--- src/rtl/fetch_pkg.sv ---
// Shared types and default sizing for the fetch-to-decode instruction queue.
// Optional same-cycle bypass in fetch_queue is enabled by defining FETCHQ_BYPASS_EN.
package fetch_pkg;

    localparam int FQ_DEPTH = 4;
    localparam int FQ_AW    = 64;
    localparam int FQ_IW    = 32;

    typedef struct packed {
        logic [FQ_AW-1:0] pc;
        logic [FQ_IW-1:0] instr;
        logic             fault;
    } fq_entry_t;

    // A fetch PC must be word aligned; anything else becomes a fetch fault in decode.
    function automatic logic pc_misaligned(input logic [1:0] pc_lsb);
        return |pc_lsb;
    endfunction

endpackage

--- src/rtl/fetch_queue_mem.sv ---
// Entry storage for fetch_queue: one write port, one asynchronous read port,
// whole array cleared by the asynchronous active-low reset.
module fetch_queue_mem
    import fetch_pkg::*;
#(
    parameter int DEPTH = FQ_DEPTH,
    parameter int PW    = $clog2(DEPTH)
) (
    input  logic          i_clk,
    input  logic          i_rst_n,
    input  logic          i_we,
    input  logic [PW-1:0] i_waddr,
    input  fq_entry_t     i_wdata,
    input  logic [PW-1:0] i_raddr,
    output fq_entry_t     o_rdata
);

    fq_entry_t r_mem [DEPTH];

    always_ff @(posedge i_clk or negedge i_rst_n) begin
        if (!i_rst_n) begin
            for (int i = 0; i < DEPTH; i++) begin
                r_mem[i] <= '0;
            end
        end else if (i_we) begin
            r_mem[i_waddr] <= i_wdata;
        end
    end

    assign o_rdata = r_mem[i_raddr];

endmodule

--- src/rtl/fetch_queue.sv ---
// Circular instruction queue between fetch and decode with flush and misalignment tagging.
// Define FETCHQ_BYPASS_EN to let a push into an empty queue reach decode in the same cycle.
module fetch_queue
    import fetch_pkg::*;
#(
    parameter int DEPTH = FQ_DEPTH,
    parameter int AW    = FQ_AW,
    parameter int IW    = FQ_IW
) (
    input  logic                     clk,
    input  logic                     reset,
    input  logic                     push_F,
    input  logic [AW-1:0]            imem_addr_F,
    input  logic [IW-1:0]            imem_data_F,
    output logic                     stall_F,
    input  logic                     flush_D,
    output logic                     valid_D,
    input  logic                     ready_D,
    output logic [IW-1:0]            instr_D,
    output logic [AW-1:0]            pc_D,
    output logic                     fault_D,
    output logic [$clog2(DEPTH):0]   count
);

    localparam int PW = $clog2(DEPTH);
    localparam int CW = PW + 1;

    logic [PW-1:0] r_wp;
    logic [PW-1:0] r_rp;
    logic [CW-1:0] r_count;

    fq_entry_t w_wr_entry;
    fq_entry_t w_rd_entry;
    fq_entry_t w_out_entry;
    logic      w_full;
    logic      w_empty;
    logic      w_push;
    logic      w_pop;
    logic      w_byp;
    logic      w_write;
    logic      w_read;

    assign w_full  = (r_count == CW'(DEPTH));
    assign w_empty = (r_count == '0);

    // Only count and ready_D feed stall_F, so fetch never sees a loop through push_F.
    assign stall_F = w_full & ~ready_D;
    assign w_push  = push_F & ~stall_F & ~flush_D;

`ifdef FETCHQ_BYPASS_EN
    assign w_byp = w_empty & push_F & ~flush_D;
`else
    assign w_byp = 1'b0;
`endif

    assign valid_D = ~w_empty | w_byp;
    assign w_pop   = valid_D & ready_D & ~flush_D;

    // A bypassed word taken by decode is never stored, and nothing leaves storage for it.
    assign w_write = w_push & ~(w_byp & ready_D);
    assign w_read  = w_pop & ~w_byp;

    always_comb begin
        w_wr_entry       = '0;
        w_wr_entry.pc    = FQ_AW'(imem_addr_F);
        w_wr_entry.instr = FQ_IW'(imem_data_F);
        w_wr_entry.fault = pc_misaligned(imem_addr_F[1:0]);
    end

    fetch_queue_mem #(
        .DEPTH (DEPTH),
        .PW    (PW)
    ) u_mem (
        .i_clk   (clk),
        .i_rst_n (reset),
        .i_we    (w_write),
        .i_waddr (r_wp),
        .i_wdata (w_wr_entry),
        .i_raddr (r_rp),
        .o_rdata (w_rd_entry)
    );

    assign w_out_entry = w_byp ? w_wr_entry : w_rd_entry;
    assign pc_D        = AW'(w_out_entry.pc);
    assign instr_D     = IW'(w_out_entry.instr);
    assign fault_D     = w_out_entry.fault;
    assign count       = r_count;

    always_ff @(posedge clk or negedge reset) begin
        if (!reset) begin
            r_wp    <= '0;
            r_rp    <= '0;
            r_count <= '0;
        end else if (flush_D) begin
            r_wp    <= '0;
            r_rp    <= '0;
            r_count <= '0;
        end else begin
            if (w_write) r_wp <= r_wp + PW'(1);
            if (w_read)  r_rp <= r_rp + PW'(1);
            case ({w_write, w_read})
                2'b10:   r_count <= r_count + CW'(1);
                2'b01:   r_count <= r_count - CW'(1);
                default: r_count <= r_count;
            endcase
        end
    end

endmodule

--- config.mk ---
export PLATFORM = sky130hd
export DESIGN_NAME = fetch_queue
export DESIGN_NICKNAME = d
export VERILOG_FILES = /design/src/rtl/fetch_pkg.sv /design/src/rtl/fetch_queue_mem.sv /design/src/rtl/fetch_queue.sv
export SDC_FILE = /design/constraint.sdc
export NUM_CORES = 1
export LEC_CHECK = 0
export CORE_MARGIN = 4
export CORE_UTILIZATION = 40
export DETAILED_ROUTE_END_ITERATION = 10
export SLEW_MARGIN = 20
export SYNTH_ARGS = -nofsm -noshare
export SYNTH_HDL_FRONTEND = slang
export SYNTH_SLANG_ARGS = --single-unit
--- constraint.sdc ---
create_clock -name clk -period 3.4 [get_ports clk]
set_clock_uncertainty 0.2 [all_clocks]
set_input_delay 0.68 -clock clk [delete_from_list [all_inputs] [get_ports clk]]
set_output_delay 0.68 -clock clk [all_outputs]
set_load 0.005 [all_outputs]
==> results.sh <==
export IMPL_clock_latency_ps=550
export IMPL_clkSinkCount=395
export IMPL_leakage_nw=9.90
export IMPL_slew_violations=0
export IMPL_diodes=0
export IMPL_synth_top_cells_by_area="dfrtp_1, mux2_2, mux4_2, mux2_4, buf_12"
export IMPL_ir_drop_mv=0.374
export IMPL_antenna_found_initial=6
export IMPL_dp_hpwl_um=25200
export IMPL_stdcell_count=1854
export IMPL_power_frac_comb_pct=24.9
export IMPL_synth_top_area_share_pct=55.1
export IMPL_synth_distinct_cells=38
export IMPL_wl_met1_um=18800
export IMPL_synth_edff_count=0
export IMPL_synth_top_flop_cell="dfrtp_1"
export IMPL_area_delta_synth_final_pct=23.9
export IMPL_synth_warnings=0
export IMPL_drt_first_pass_iters=4
export IMPL_cts_buffers=45
export IMPL_grt_overflow=0
export IMPL_drtAntennaViolNets=0
export IMPL_wire_per_inst_um=21.7
export IMPL_cts_path_max_buffers=3
export IMPL_drive_gt1_share_pct=47.9
export IMPL_drc=0
export IMPL_grt_usage_pct=16.9
export IMPL_ys_ff_latch=395
export IMPL_relSlewSlack_pct=52.5
export IMPL_cts_tree="done"
export IMPL_start_util_pct=40.5
export IMPL_dp_cells=1769
export IMPL_portBuffers=202
export IMPL_via_count=9597
export IMPL_grt_pass1_vias=10800
export IMPL_cp_required_ps=2520
export IMPL_highest_layer="met5"
export IMPL_met2_length_um=18000
export IMPL_period_needed_ps=3280
export IMPL_grt_pass1_wl_um=63600
export IMPL_layout_nets=1336
export IMPL_num_rows=77
export IMPL_hold_viol=0
export IMPL_p_per_area_nw_per_um2=668
export IMPL_drt_wl_total_um=40200
export IMPL_async_flop_share_pct=100
export IMPL_drt_initial_drc_count=427
export IMPL_dieHeight_um=220
export IMPL_dieWidth_um=220
export IMPL_setup_viol=0
export IMPL_syn_area_per_cell_um2=17.8
export IMPL_grt_max_degree=68
export IMPL_crit_type="reg -> out"
export IMPL_setup_tns_ps=0
export IMPL_wl_met3_um=2670
export IMPL_drv_cap=0
export IMPL_critPathLaunchType="flip-flop"
export IMPL_power_frac_seq_pct=43.9
export IMPL_p_sw_share_pct=24.3
export IMPL_worst_pin_slew_ps=712
export IMPL_ios=203
export IMPL_core_area_um2=44200
export IMPL_die_area_um2=48300
export IMPL_rsz0062_at_grt="false"
export IMPL_gp_congestion=0.720
export IMPL_fmax_ghz=0.305
export IMPL_synth_fp_nets=1111
export IMPL_yosysSeqAreaShare_pct=55.1
export IMPL_crit_arrival_ps=2400
export IMPL_yosys_area_top_type="dfrtp_1"
export IMPL_syn_inst=1005
export IMPL_worstSetupEndpointType="primary output"
export IMPL_period_share_pct=96.5
export IMPL_clkPwrFrac_pct=31.2
export IMPL_root_buffer="clkbuf_16"
export IMPL_clk_pin_slew_ps=50
export IMPL_hp_class="reg -> reg"
export IMPL_synth_area_um2=17900
export IMPL_switching_power_mw=3.60
export IMPL_outcome="finished, final reports clean"
export IMPL_htreeDepth=2
export IMPL_avgViaCountPerCell=5.18
export IMPL_path_max_fanout=14
export IMPL_p_int_mw=11.2
## metal layers
layer | GRT usage (%) | vias to the layer above
met5 | 0 | -
met4 | 4.06 | 12
met3 | 5.16 | 56
met2 | 25.6 | 183
met1 | 24.1 | 5135
li1 | - | 4211
## power groups by stage
stage | logic [mW] | registers, mW | clock network, mW
after CTS | 3.75 | 6.50 | 4.78
after floorplan | 2.29 | 6.36 | 0
after global routing | 4.00 | 6.65 | 4.99
after detailed placement | 3.70 | 6.58 | 0
after global placement | 3.64 | 6.55 | 0
final | 3.69 | 6.52 | 4.63
## per-stage QoR
stage / setup WS, ps / utilization, % / hold WS [ps] / cell area, um2 / total power, mW
after floorplan: 942 / - / 184 / 17900 / 8.65
after global placement: 232 / 46.8 / 281 / 20700 / 10.2
after detailed placement: 189 / 46.8 / 287 / 20700 / 10.3
after CTS: 1.19 / 50.1 / 300 / 22100 / 15.0
after global routing: 10.6 / 50.2 / 306 / 22200 / 15.6
final: 117 / 50.2 / 298 / 22200 / 14.8
## layout by cell type (no fill, tap or decap), types with 2 or more instances in the layout
cell             Yosys  layout
dfrtp_1            395     393
mux2_2             268     268
clkdlybuf4s50_1      0     198
mux2_4             120     120
mux4_2              97      97
clkbuf_16            0      47
buf_12              12      24
clkbuf_1            15      17
buf_4               24      16
clkbuf_8             0       8
nand3_1              7       7
clkinv_2             0       6
inv_1                5       5
nand3_4              4       4
ha_1                 4       4
nor2_1               3       3
o21ai_0              3       3
a21oi_1              3       3
or2_2                3       3
a31oi_1              3       3
xor2_1               2       2
nand2b_1             2       2
bufinv_16            0       2
dlygate4sd2_1        0       2
buf_16               0       2
dfrtp_4              0       2
## Yosys cell counts, types with 2 or more instances
cell type and n:
mux2_2 268, nand3_4 4, o21ai_0 3, inv_1 5, nand2b_1 2, ha_1 4, mux2_4 120, buf_12 12
a21oi_1 3, xor2_1 2, buf_2 12, nor2_1 3, mux4_2 97, buf_4 24, or2_2 3, nand3_1 7
buf_8 4, clkbuf_1 15, buf_6 2, a31oi_1 3, dfrtp_1 395
## kinds of logic (layout without fill, tap and decap cells)
group                      after synthesis  after routing  share of synthesized area (%)
buffers and inverters                   75            332                           3.58
and+or+nand+nor                         27             27                           1.16
DFF                                    395            395                           55.1
AOI/OAI and AO/OA                       16             16                          0.586
xor gates and xnor gates                 2              2                         0.0977
adders and majority gates                5              5                          0.391
muxes                                  485            485                           39.1
## worst paths after layout
path / startpoint / endpoint / slack [ps] / cells after the start
setup / recovery: r_rp[0] / pc_D[29] / 120 / 4
hold / removal: u_mem.r_mem[97] / u_mem.r_mem[97] / 300 / 1
setup reg to reg: count[1] / u_mem.r_mem[379] / 870 / 5
hold reg to reg: u_mem.r_mem[97] / u_mem.r_mem[97] / 300 / 1
max in group asynchronous: reset / u_mem.r_mem[278] / 1660 / 4
min in group asynchronous: reset / u_mem.r_mem[125] / 510 / 2
## flip-flops by register name, indices dropped and copies added, names as in the netlist
register,flops
r_rp,2
r_wp,2
u_mem.r_mem,388
count,3
## final cells by class
type	instances	area [um2]
fillers	3694	22000
flip-flops and latches	395	9890
clock buffers	70	1300
multi-input cells	535	7400
inverters	5	18.8
well taps	592	741
clock inverters	9	98.8
repair buffers	248	2750
## critical path, stage by stage, from the launching register on
cell             delay, ps
dfrtp_4                450
buf_12                 160
buf_16                 180
mux4_2                 510
clkdlybuf4s50_1        540
## repair_timing
item / CTS / global route
hold buffers: 1 / 0
buffers inserted: 3 / 0
hold endpoints to repair: 56 / 0
endpoints found under the setup margin: 60 / 15
cloned: 0 / 2
gates resized for setup: 3 / 3
No activity file was read; power rests on OpenSTA's default activity.
